`src/rtl/air_con_pkg.sv`:
```
// Shared encodings for the hysteresis air-conditioning controller:
// thermostat state codes and operating mode codes.
package air_con_pkg;

  // Thermostat state; the unused code 2'b11 recovers to IDLE
  typedef enum logic [1:0] {
    ST_IDLE = 2'b00,
    ST_HEAT = 2'b01,
    ST_COOL = 2'b10
  } state_e;

  // Operating mode selected by the user
  localparam logic [1:0] MODE_OFF  = 2'b00;
  localparam logic [1:0] MODE_HEAT = 2'b01;
  localparam logic [1:0] MODE_COOL = 2'b10;
  localparam logic [1:0] MODE_AUTO = 2'b11;

  // Heating may run in heat-only or auto mode
  function automatic logic heat_allowed(input logic [1:0] mode);
    return (mode == MODE_HEAT) || (mode == MODE_AUTO);
  endfunction

  // Cooling may run in cool-only or auto mode
  function automatic logic cool_allowed(input logic [1:0] mode);
    return (mode == MODE_COOL) || (mode == MODE_AUTO);
  endfunction

endpackage

```
`src/rtl/air_con_hyst_dwell_counter.sv`:
```
// Saturating dwell counter. Counts edges spent in the current state and
// keeps a registered flag telling whether the minimum dwell has been met.
// min_m1 is the minimum dwell minus one for the state being entered or
// held on this edge, so ge_min always refers to the state that follows.
module dwell_counter #(
  parameter int CNT_W = 4
) (
  input  logic             clk,
  input  logic             rst,
  input  logic             clear,
  input  logic [CNT_W-1:0] min_m1,
  output logic             ge_min
);

  logic [CNT_W-1:0] cnt_q, cnt_d;
  logic             ge_min_q, ge_min_d;

  // Next count: restart on a state change, otherwise count up and stick at all-ones
  always_comb begin
    cnt_d = cnt_q;
    if (clear) begin
      cnt_d = '0;
    end else if (cnt_q != {CNT_W{1'b1}}) begin
      cnt_d = cnt_q + 1'b1;
    end
    ge_min_d = (cnt_d >= min_m1);
  end

  // Count and compare flag registers; reset behaves like a fresh state entry
  always_ff @(posedge clk) begin
    if (rst) begin
      cnt_q    <= '0;
      ge_min_q <= (min_m1 == '0);
    end else begin
      cnt_q    <= cnt_d;
      ge_min_q <= ge_min_d;
    end
  end

  assign ge_min = ge_min_q;

endmodule

```
`src/rtl/air_con_hyst.sv`:
```
// Three-state thermostat (IDLE/HEAT/COOL) with separate heat and cool
// hysteresis bands, an anti-short-cycle minimum dwell per state, and a
// mode input that can force the plant off immediately.
module air_con_hyst
  import air_con_pkg::*;
#(
  parameter int TEMP_W   = 5,
  parameter int HEAT_ON  = 18,
  parameter int HEAT_OFF = 20,
  parameter int COOL_ON  = 22,
  parameter int COOL_OFF = 20,
  parameter int MIN_RUN  = 4,
  parameter int MIN_IDLE = 2,
  parameter int CNT_W    = 4
) (
  input  logic              clk,
  input  logic              rst,
  input  logic [TEMP_W-1:0] temperature,
  input  logic [1:0]        mode,
  output logic              heating,
  output logic              cooling,
  output logic [1:0]        state,
  output logic              lockout
);

  localparam logic [TEMP_W-1:0] HEAT_ON_T  = TEMP_W'(HEAT_ON);
  localparam logic [TEMP_W-1:0] HEAT_OFF_T = TEMP_W'(HEAT_OFF);
  localparam logic [TEMP_W-1:0] COOL_ON_T  = TEMP_W'(COOL_ON);
  localparam logic [TEMP_W-1:0] COOL_OFF_T = TEMP_W'(COOL_OFF);
  localparam logic [CNT_W-1:0]  RUN_M1     = CNT_W'(MIN_RUN - 1);
  localparam logic [CNT_W-1:0]  IDLE_M1    = CNT_W'(MIN_IDLE - 1);

  // Thresholds must be ordered so heat and cool entry can never coincide
  if (!((HEAT_ON < HEAT_OFF) && (HEAT_OFF <= COOL_OFF) && (COOL_OFF < COOL_ON))) begin : g_bad_thresholds
    $fatal(1, "air_con_hyst: thresholds must satisfy HEAT_ON < HEAT_OFF <= COOL_OFF < COOL_ON");
  end

  // Dwell minimums must be non-zero and representable by the counter
  if ((MIN_RUN < 1) || (MIN_IDLE < 1) ||
      (((1 << CNT_W) - 1) < MIN_RUN) || (((1 << CNT_W) - 1) < MIN_IDLE)) begin : g_bad_dwell
    $fatal(1, "air_con_hyst: MIN_RUN/MIN_IDLE must be >= 1 and fit in CNT_W bits");
  end

  state_e           state_q, state_d;
  logic             heating_q, heating_d;
  logic             cooling_q, cooling_d;
  logic             lockout_q, lockout_d;
  logic             exit_ok;
  logic             dwell_clear;
  logic [CNT_W-1:0] dwell_min_m1;
  logic             heat_ok, cool_ok;
  logic             heat_enter, cool_enter;

  // Transition logic: forced exits first, then hysteresis moves gated by dwell
  always_comb begin
    heat_ok    = heat_allowed(mode);
    cool_ok    = cool_allowed(mode);
    heat_enter = heat_ok && (temperature <= HEAT_ON_T);
    cool_enter = cool_ok && (temperature >= COOL_ON_T);
    state_d    = state_q;
    lockout_d  = 1'b0;
    case (state_q)
      ST_IDLE: begin
        if (heat_enter || cool_enter) begin
          if (!exit_ok) begin
            lockout_d = 1'b1;
          end else if (heat_enter) begin
            state_d = ST_HEAT;
          end else begin
            state_d = ST_COOL;
          end
        end
      end
      ST_HEAT: begin
        if (!heat_ok) begin
          state_d = ST_IDLE;
        end else if (temperature >= HEAT_OFF_T) begin
          if (exit_ok) state_d = ST_IDLE;
          else         lockout_d = 1'b1;
        end
      end
      ST_COOL: begin
        if (!cool_ok) begin
          state_d = ST_IDLE;
        end else if (temperature <= COOL_OFF_T) begin
          if (exit_ok) state_d = ST_IDLE;
          else         lockout_d = 1'b1;
        end
      end
      default: state_d = ST_IDLE;
    endcase
    heating_d    = (state_d == ST_HEAT);
    cooling_d    = (state_d == ST_COOL);
    dwell_clear  = (state_d != state_q);
    dwell_min_m1 = (rst || (state_d == ST_IDLE)) ? IDLE_M1 : RUN_M1;
  end

  // State and registered output flops; reset drops the drives at once
  always_ff @(posedge clk) begin
    if (rst) begin
      state_q   <= ST_IDLE;
      heating_q <= 1'b0;
      cooling_q <= 1'b0;
      lockout_q <= 1'b0;
    end else begin
      state_q   <= state_d;
      heating_q <= heating_d;
      cooling_q <= cooling_d;
      lockout_q <= lockout_d;
    end
  end

  dwell_counter #(
    .CNT_W(CNT_W)
  ) u_dwell (
    .clk   (clk),
    .rst   (rst),
    .clear (dwell_clear),
    .min_m1(dwell_min_m1),
    .ge_min(exit_ok)
  );

  assign state   = state_q;
  assign heating = heating_q;
  assign cooling = cooling_q;
  assign lockout = lockout_q;

endmodule

```
`config.mk`:
```
export PLATFORM = sky130hd
export DESIGN_NAME = air_con_hyst
export DESIGN_NICKNAME = d
export VERILOG_FILES = /design/src/rtl/air_con_pkg.sv /design/src/rtl/air_con_hyst_dwell_counter.sv /design/src/rtl/air_con_hyst.sv
export SDC_FILE = /design/constraint.sdc
export NUM_CORES = 1
export LEC_CHECK = 0
export ABC_AREA = 1
export CORE_AREA = 3 3 40 42
export CTS_BUF_LIST = sky130_fd_sc_hd__clkbuf_4 sky130_fd_sc_hd__clkbuf_8
export DETAILED_ROUTE_END_ITERATION = 6
export DIE_AREA = 0 0 43 45
export PLACE_DENSITY = 0.71
export RECOVER_POWER = 50
export SETUP_SLACK_MARGIN = 0.2
export SKIP_CTS_REPAIR_TIMING = 1
export SLEW_MARGIN = 20
export SYNTH_ARGS = -nofsm -noshare
export SYNTH_HDL_FRONTEND = slang
export SYNTH_SLANG_ARGS = --single-unit
export TNS_END_PERCENT = 50
```
`constraint.sdc`:
```
create_clock -name clk -period 2.68 [get_ports clk]
set_input_delay 0.804 -clock clk [delete_from_list [all_inputs] [get_ports clk]]
set_output_delay 0.804 -clock clk [all_outputs]
set_load 0.02 [all_outputs]
```
==> results.txt <==
----------------------------------------------------
[Critical path]
  Startpoint class of the critical path ... input port
  Critical path data required time ... roughly 2.8 ns
  Largest driver fanout on the critical path ... 3
  Critical path's largest stage delay ... 0.51 ns
  Crit path arrival time ... 2.60 ns
  Library cell appearing most often on the critical path ... nand2_1
  Critical Setup Path Class ... in2reg
  Cell type group with the largest total delay on the critical path ... simple AND/OR/NAND/NOR gates
  Critical Path Slowest Stage Cell ... clkdlybuf4s50_1
  Cell chain of the critical path ... clkdlybuf4s50_1 > nor2_1 > nand2_1 > nand2_1 > nand2_1 > nand2_2 > a21oi_1 > nand2_2 > nor2_2 > ha_1 > inv_1 > nor2_1 > nand3_1 > nand2_1 > nand2_1 > nand2_1
  Buf+Inv Stages, Crit Path ... 2
  Capturing element type of the critical path ... flip-flop

[Synthesis]
  Sequential share of the synthesized area ... between 30% and 40%
  Yosys reg bits ... 10
  Leading cell types by total area after synthesis ... dfxtp_1 35%, nor2_1 11%, inv_1 9.2%, nand2_1 8.5%, nand3_1 6.1%
  Cell accounting for the most synthesized area ... dfxtp_1
  Top-area cell type share of the netlist area ... 35.01%
  Leading cell type by number of instances after synthesis ... nor2_1
  Main synth FF type ... dfxtp_1
  EDFF count, synth ... 0
  Leading post-synthesis cells by instance count ... 16 x nor2_1, 14 x inv_1, 13 x nand2_1
  Post-synthesis instance total ... 83
  Syn_nets ... 94
  Combined area of all synthesized cells ... 571.8 sq um
  Async set or reset register ratio after synthesis ... 0%
  Unique masters post-synth ... 21
  Mean instance size in the synthesized netlist ... 6.889 sq um
  Number of warnings issued by yosys ... 0

[STA]
  Final total negative setup slack ... 0 ns
  Pins over their slew limit ... 0
  Setup violators final ... 0
  Minimum clock period after layout ... between 2 and 2.5 ns
  Minimum hold slack ... 0.6103 ns
  Final setup slack of the worst path ... 0.2238 ns
  Rel. slew slack ... 83.55%
  Peak Freq ... a little over 400 MHz
  Transition time of the tightest slew-check pin ... ~0.25 ns
  Clock Skew ... roughly 0.0045 ns
  Final cycle utilization of the critical path ... around nine tenths
  Fin. Hold Viols ... 0
  Setup repair after global routing missed its margin ... false

[Final layout]
  Filler cells ... 110
  Non-filler cells, final ... 130
  Syn-to-layout area delta ... 58.21%
  Post-route cell area ... 904.6 sq um
  Fraction of layout instances using a drive strength above 1 ... 32.17%
  Final core utilization ... 70.40%
  Antenna Cells ... 0
  Nets ... 127

[Die]
  Height of the die ... 45 microns
  Total die area ... 1935 sq um
  Top Ports ... 14
  Starting utilization of the core area ... 44.50%
  Placeable core region ... 1285 sq um
  Standard-cell rows ... 13
  Die width ... 43 microns

[Global routing]
  Overflow after GRT ... 0
  Largest net degree at the start of global routing ... 7
  GRT Total Usage ... approximately 15%
  Antenna violations before repair ... 0
  Global-route wire length before repair ... ~2.2 mm
  Vias in the first global route ... 569

[Clock network]
  Clock sink total ... 10
  Maximum buffer depth of the clock tree ... 2
  TritonCTS clock tree ... yes
  Total number of H-tree levels ... 1
  Clock root buffer ... clkbuf_4
  Clock buffer count from CTS ... 3
  Clock Latency Late Sink ... 0.26 ns
  Clock input transition at the sequential cells of the worst setup and hold paths ... 0.07 ns

[Drt]
  Detail Route Antenna Nets ... 0
  Vias per std cell ... between 4 and 5
  Starting DRC count in detailed routing ... 10
  DRC violations left ... 0
  Routed wirelength normalized by instance count ... 11.18 microns
  Total length of routed wires ... 1.453 mm
  Via count ... around 640
  1st-pass router iterations ... 4

[Place]
  Total of buffers placed on input and output ports ... 13
  Dpl ws ... -0.1005 ns
  Post-placement cell count ... 121
  Routability congestion estimate ... 0.8142
  DP HPWL ... 998.9 microns
  Area after DPL ... 795.8 sq um

[Hold path]
  Hold Path Class ... reg2reg

[Power]
  Reported leakage power ... 0.4600 nW
  Cell area power density ... 597.6 nW/um^2
  Peak VDD IR ... 0.0003815 V
  Overall Power ... 0.5406 mW

[Run status]
  Run status ... completed

[Run]
  Number of max-capacitance violations reported ... 0

----------------------------------------------------
## area by class of cell
type	instances	area, sq um	area share (%)
tap	15	18.77	2.075
timing repair buffer	28	257.7	28.49
clock buffer	4	36.28	4.011
inverter	16	60.06	6.639
multi-input combinational	57	331.6	36.65
sequential	10	200.2	22.13
## state kept, by name (all words and copies together) (netlist names)
| register | cells |
|---|---|
| u_dwell.cnt_q | 4 |
| state | 2 |
| u_dwell.ge_min | 1 |
| lockout | 1 |
| heating | 1 |
| cooling | 1 |
## power breakdown
| part | internal [mW] | switching, mW |
|---|---|---|
| Combinational | 0.108 | 0.111 |
| Sequential | 0.174 | 0.0170 |
| Clock | 0.0823 | 0.0486 |
## cell families after synthesis
group | share of synthesized area [%]
simple gates | 31.51
buf+inv | 10.50
compound gates | 15.10
flops | 35.01
fa+ha+maj | 4.376
xor+xnor | 1.532
mux | 1.969
## routing by layer
| metal | global-route usage (%) | share of wire, % | up-vias |
|---|---|---|---|
| met4 | 7.229 | 1.7 | 0 |
| met5 | 0 | 0 | - |
| met2 | 24.55 | 52 | 14 |
| met1 | 17.43 | 42 | 290 |
| li1 | - | - | 331 |
| met3 | 5.179 | 3.9 | 4 |
## path summary, 6_finish.rpt
check                           cells after the start              to  slack [ns]      startpoint
worst max-delay path                               16  u_dwell.ge_min        0.22  temperature[0]
worst max register to register                     15  u_dwell.ge_min        0.75        state[1]
worst min-delay path                                3         cooling        0.61  u_dwell.ge_min
worst min register to register                      3         cooling        0.61  u_dwell.ge_min
## worst register-to-register path, delay by kind of cell (launching register included)
| family | cells | cell delay [ns] |
|---|---|---|
| AND/OR/NAND/NOR | 10 | 0.78 |
| flip-flops | 1 | 0.36 |
| adder cells (fa/ha/maj) | 1 | 0.29 |
| buffers and inverters | 3 | 0.20 |
| AO/OA/AOI/OAI | 1 | 0.18 |
## cell usage in the layout (no fill, tap or decap), drive strengths merged
master	Yosys	final
buf	0	15
nand3	7	7
o2111ai	1	1
o211ai	1	1
dlymetal6s2s	0	6
mux2	1	1
nor3b	1	1
ha	2	2
a21oi	7	7
xnor2	1	1
dfxtp	10	10
inv	16	16
o21ai	3	3
nor2	18	18
nand2	14	14
dlygate4sd3	0	1
clkbuf	0	4
a41oi	1	1
clkdlybuf4s50	0	6
Note: power is estimated with default switching activity, not from simulation.
==> edit 1, RTL diff (same settings) <==
Reset style: asynchronous (`rst`), changed in one clocked block.
--- a/src/rtl/air_con_hyst.sv
+++ b/src/rtl/air_con_hyst.sv
@@ -98,3 +98,3 @@
   // State and registered output flops; reset drops the drives at once
-  always_ff @(posedge clk) begin
+  always_ff @(posedge clk or posedge rst) begin
     if (rst) begin
Function: differs if rst is asserted again (counterexample within 4 cycles, from zero or initial values and one cycle with rst high); with rst held inactive, the same outputs for 10 cycles.
==> edit 1 against the original RTL <==
Synthesized area grew 10%; sequential cell count stayed put; cell area is 4.7% lower; routed wire length decreased by 12%; sequential share of layout area up 4.0 points; first-iteration DRC count shrank 80%; critical path depth fell by 1; setup slack improved by 0.059 ns; largest cell class unchanged.
Power is not compared: it rests on default switching activity, and its combinational part moved more than twofold at a synthesized area within 25%.
==> edit 1: results (changes against the original RTL) <==
Final layout
  • Ratio of cells with drive above 1 in the final layout: 0.2264 (was 0.3217)
  • # fillers: 127 (was 110)
  • Count of placed standard cells in the final layout, fillers left out: 121 (was 130)

Global routing
  • Global-route track usage on met1: 0.2079 (was 0.1743)
  • Met2 demand-to-capacity share in global routing: 0.2425 (was 0.2455)
  • Number of global-route vias before repair: 542 (was 569)
  • First-pass GRT wire length: 2228 um (was 2194 um)

Critical path
  • Crit path arrival time: 2.56 ns (was 2.60 ns)
  • Top Family by Delay on Critical Path: buffers and inverters (was simple AND/OR/NAND/NOR gates)
  • Slowest cell on the critical path: sky130_fd_sc_hd__dlygate4sd3_1 (was sky130_fd_sc_hd__clkdlybuf4s50_1)
  • Number of cells traversed by the worst register-to-register path: 12 (was 15)
  • Worst-case register-to-register setup slack: 0.80 ns (was 0.75 ns)
  • Critical path's largest stage delay: 0.57 ns (was 0.51 ns)

STA
  • Final count of hold timing violations: 0 (unchanged)
  • Fmax: 417.2 MHz (was 407.1 MHz)
  • Worst-Margin Slew: 0.3477 ns (was 0.2460 ns)
  • Clock skew: 0.003794 ns (was 0.004501 ns)

Run status
  • Run status: finished, final reports clean (unchanged)

Worst hold path
  • Cell count of the worst hold path: 1 (was 3)
  • Hold path endpoint: lockout (was cooling)

Route
  • Detailed-routed wire length on met2: 578 um (was 754 um)
  • Routed via count: 604 (was 639)
  • Routed metal-1 wirelength: 621 um (was 615 um)
  • Met3 wirelength from detailed routing: 74 um (was 57 um)
  • Iteration-0 DRC count of the detailed router: 2 (was 10)
  • Detailed-route wire length: 1274 um (was 1453 um)

Pwr
  • Net Sw Power: 0.3545 mW
  • Power dissipated in sequential cells: 0.256 mW

Synth
  • Most area-consuming cells after synthesis: sky130_fd_sc_hd__dfrtp_1 (20%), sky130_fd_sc_hd__dfxtp_1 (16%), sky130_fd_sc_hd__nand2_1 (9.5%) (was sky130_fd_sc_hd__dfxtp_1 (35%), sky130_fd_sc_hd__nor2_1 (11%), sky130_fd_sc_hd__inv_1 (9.2%))
  • Cells after synthesis: 84 (was 83)
  • Most instantiated cells after synthesis: sky130_fd_sc_hd__nand2_1 (16), sky130_fd_sc_hd__inv_1 (14), sky130_fd_sc_hd__nor2_1 (8), sky130_fd_sc_hd__dfrtp_1 (5), sky130_fd_sc_hd__dfxtp_1 (5) (was sky130_fd_sc_hd__nor2_1 (16), sky130_fd_sc_hd__inv_1 (14), sky130_fd_sc_hd__nand2_1 (13), sky130_fd_sc_hd__dfxtp_1 (10), sky130_fd_sc_hd__nand3_1 (7))
  • Number of nets in the synthesized netlist: 95 (was 94)
  • Proportion of register bits with asynchronous set or reset after synthesis: 0.5000 (was 0)
  • Synth Warn #: 0 (unchanged)
  • Unique masters post-synth: 23 (was 21)

Placed design
  • Post-Place Cell Area: 817.0 um^2 (was 795.8 um^2)
  • GP Congestion: 0.8108 (was 0.8142)
  • HPWL after DPL: 1096 um (was 998.9 um)

Clock tree
  • Root buffer selected by CTS: sky130_fd_sc_hd__clkbuf_4 (unchanged)
-- edit 1: cell types whose count changed in the layout (fill, tap and decap cells not counted), moves of 3 or more --
| cell | before | now |
|---|---|---|
| sky130_fd_sc_hd__dfrtp_1 | 0 | 5 |
| sky130_fd_sc_hd__nand2_1 | 11 | 16 |
| sky130_fd_sc_hd__dfxtp_1 | 10 | 5 |
| sky130_fd_sc_hd__buf_4 | 15 | 4 |
| sky130_fd_sc_hd__nand3_1 | 7 | 3 |
| sky130_fd_sc_hd__nand4_1 | 0 | 4 |
| sky130_fd_sc_hd__nor2_1 | 12 | 6 |
| sky130_fd_sc_hd__o21ai_1 | 0 | 3 |
| sky130_fd_sc_hd__dlymetal6s2s_1 | 6 | 3 |
-- edit 1: logic make-up after synthesis --
group,after synthesis,synth area share
AND/OR/NAND/NOR,42,0.3552
multiplexers,1,0.01786
AO/OA/AOI/OAI,12,0.1290
buffers and inverters,17,0.1012
flip-flops,10,0.3571
adder cells (fa/ha/maj),2,0.03968
-- edit 1: worst max-delay path by stage --
stage | startpoint | to | depth (start not counted)
after global routing | temperature[1] | u_dwell.ge_min | 15
after global placement | temperature[3] | u_dwell.ge_min | 14
final | temperature[1] | u_dwell.ge_min | 15
after CTS | temperature[4] | u_dwell.ge_min | 15
after detailed placement | temperature[4] | u_dwell.ge_min | 15
after floorplan | temperature[3] | u_dwell.ge_min | 14
-- edit 1: layout make-up --
type                    instances  area [um^2]  area share
inverters                      17        63.81     0.07402
clock buffers                   4        36.28     0.04209
well taps                      15        18.77     0.02177
flip-flops and latches         10        225.2      0.2612
multi-input cells              57        346.6      0.4020
repair buffers                 18        171.4      0.1988
==> edit 2, RTL diff (same flow settings) <==
Made on the original files. `CNT_W` is set to 4 in 2 places; all go to 3.
--- a/src/rtl/air_con_hyst_dwell_counter.sv
+++ b/src/rtl/air_con_hyst_dwell_counter.sv
@@ -5,3 +5,3 @@
 module dwell_counter #(
-  parameter int CNT_W = 4
+  parameter int CNT_W = 3
 ) (
--- a/src/rtl/air_con_hyst.sv
+++ b/src/rtl/air_con_hyst.sv
@@ -13,3 +13,3 @@
   parameter int MIN_IDLE = 2,
-  parameter int CNT_W    = 4
+  parameter int CNT_W    = 3
 ) (
Behaviour: same outputs for any inputs over 10 cycles, from zero or initial values and one cycle with rst high; that may be too few to reach the edited logic, so the function may still have changed.
==> edit 2 against the original RTL <==
Sequential cell count is 1 lower; setup slack improved by 0.049 ns; sequential share of layout area grew 4.3 points; power down 17%; global-route usage fell by 2.8 points; highest routed layer is now met3; die area did not move; routed wire length fell by 33%; synthesized area is 11% lower; cell area is 25% lower.
==> edit 2: results (changes against the original RTL) <==
Global routing
  • Number of antenna violations at the first check in global routing: 0 (unchanged)
  • Number of global-route vias before repair: 430 (was 569)
  • Pin count of the biggest net entering global routing: 8 (was 7)
  • Global-route total usage across every layer: 0.1210 (was 0.1493)
  • First-pass GRT wire length: 1690 um (was 2194 um)

Pwr
  • Leakage: 0.3095 nW (was 0.4600 nW)
  • Power density relative to cell area: 658.4 nW/um^2 (was 597.6 nW/um^2)
  • Worst-case vdd ir drop: 0.0003667 V (was 0.0003815 V)
  • Net Sw Power: 0.1476 mW (was 0.1770 mW)

STA
  • Worst-Margin Slew: 0.5571 ns (was 0.2460 ns)
  • Clock skew: 0.002979 ns (was 0.004501 ns)

Critical path
  • Number of cells traversed by the worst register-to-register path: 7 (was 15)
  • Crit path arrival time: 2.56 ns (was 2.60 ns)
  • Worst flop-to-flop path startpoint: state[0] (was state[1])
  • Endpoint of the lowest-slack register-to-register path: u_dwell.ge_min (unchanged)
  • Worst-case register-to-register setup slack: 0.99 ns (was 0.75 ns)
  • Maximum fanout along the worst path: 7 (was 3)

Placed design
  • GP Congestion: 0.7927 (was 0.8142)
  • Number of cells in the design after placement: 98 (was 121)
  • HPWL after DPL: 801.2 um (was 998.9 um)

Worst hold path
  • Hold/Removal Path Class: reg2reg (unchanged)
  • Cell count of the worst hold path: 1 (was 3)
  • Hold path endpoint: lockout (was cooling)
  • Hold path start: u_dwell.ge_min (unchanged)

Route
  • Detailed-route wire length: 979 um (was 1453 um)
  • Routed vias/inst: 4.784 (was 4.915)
  • Iteration-0 DRC count of the detailed router: 11 (was 10)
  • Routed via count: 488 (was 639)

Final layout
  • Total Nets Final: 99 (was 127)
  • # fillers: 130 (was 110)
  • Flip-flop count of the largest register after layout: 3 (was 4)
  • Ratio of cells with drive above 1 in the final layout: 0.1494 (was 0.3217)
  • Most flops, register: u_dwell.cnt_q (unchanged)

Synth
  • Most instantiated cells after synthesis: sky130_fd_sc_hd__inv_1 (10), sky130_fd_sc_hd__nand2_1 (10), sky130_fd_sc_hd__dfxtp_1 (9), sky130_fd_sc_hd__nor2_1 (9), sky130_fd_sc_hd__nand2_2 (6) (was sky130_fd_sc_hd__nor2_1 (16), sky130_fd_sc_hd__inv_1 (14), sky130_fd_sc_hd__nand2_1 (13), sky130_fd_sc_hd__dfxtp_1 (10), sky130_fd_sc_hd__nand3_1 (7))
  • Unique masters post-synth: 20 (was 21)
  • Number of nets in the synthesized netlist: 81 (was 94)
  • Cells after synthesis: 70 (was 83)
  • Post-synthesis sequential area ratio: 0.3556 (was 0.3501)
  • Most area-consuming cells after synthesis: sky130_fd_sc_hd__dfxtp_1 (36%), sky130_fd_sc_hd__inv_1 (7.4%), sky130_fd_sc_hd__nand2_1 (7.4%) (was sky130_fd_sc_hd__dfxtp_1 (35%), sky130_fd_sc_hd__nor2_1 (11%), sky130_fd_sc_hd__inv_1 (9.2%))

Run status
  • Run status: finished, final reports clean (unchanged)

Clock tree
  • H-tree depth: 1 (unchanged)
  • CTS clk-pin slew, worst paths: 0.06 ns
==> edit 2: area by class of cell <==
class                   count  share of cell area
inverters                  11             0.06066
well taps                  15             0.02757
clock buffers               4             0.04412
flip-flops and latches      9              0.2647
repair buffers             13              0.1912
multi-input cells          50              0.4118
==> edit 2: kinds of logic (layout without fill, tap and decap cells) <==
group	Yosys count	after routing	synth area share
compound gates	9	9	0.09877
xor+xnor	1	1	0.01729
fa+ha+maj	2	2	0.04937
buf+inv	11	28	0.08148
flops	9	9	0.3556
mux	1	1	0.02222
simple gates	37	37	0.3753
==> edit 2: worst max-delay path, cell delays in order <==
cell	delay, ns
sky130_fd_sc_hd__dlygate4sd3_1	0.56
sky130_fd_sc_hd__nor2_1	0.19
sky130_fd_sc_hd__nor2_4	0.07
sky130_fd_sc_hd__nor2_1	0.11
sky130_fd_sc_hd__nand2_1	0.11
sky130_fd_sc_hd__nand3_2	0.08
sky130_fd_sc_hd__nand2_2	0.07
sky130_fd_sc_hd__nand2_2	0.08
sky130_fd_sc_hd__nor2_1	0.05
sky130_fd_sc_hd__ha_1	0.29
sky130_fd_sc_hd__nand4_1	0.09
sky130_fd_sc_hd__nand3_1	0.06
==> edit 2: layer usage <==
layer / share of wire / track usage / wire [um] / vias up
met4: 0 / 0.03614 / 0 / 0
met3: 0.056 / 0.07171 / 55 / 0
met1: 0.50 / 0.1505 / 489 / 216
met5: 0 / 0 / 0 / -
met2: 0.44 / 0.1766 / 434 / 11
li1: - / - / - / 261
==> edit 2: worst max path at each step <==
stage,startpoint,to
after floorplan,temperature[3],u_dwell.ge_min
after global placement,temperature[4],u_dwell.ge_min
after detailed placement,temperature[4],u_dwell.ge_min
after CTS,temperature[3],u_dwell.ge_min
after global routing,temperature[3],u_dwell.ge_min
final,temperature[3],u_dwell.ge_min
==> edit 2: power by group through the flow <==
stage / clock, mW / sequential [mW] / combinational (mW)
detailed placement: 0 / 0.179 / 0.161
floorplan: 0 / 0.185 / 0.107
finish: 0.114 / 0.177 / 0.158
CTS: 0.120 / 0.177 / 0.162
global route: 0.130 / 0.179 / 0.180
global placement: 0 / 0.179 / 0.159
==> edit 2: stage by stage <==
step / cell area [um^2] / hold slack, ns / worst slack [ns]
after floorplan: 506.7 / 0.4656 / 0.7036
after global placement: 655.6 / 0.4993 / 0.1455
after detailed placement: 655.6 / 0.5013 / 0.1295
after CTS: 685.7 / 0.5137 / 0.4096
after global routing: 680.7 / 0.5328 / 0.1590
final: 680.7 / 0.5143 / 0.2725
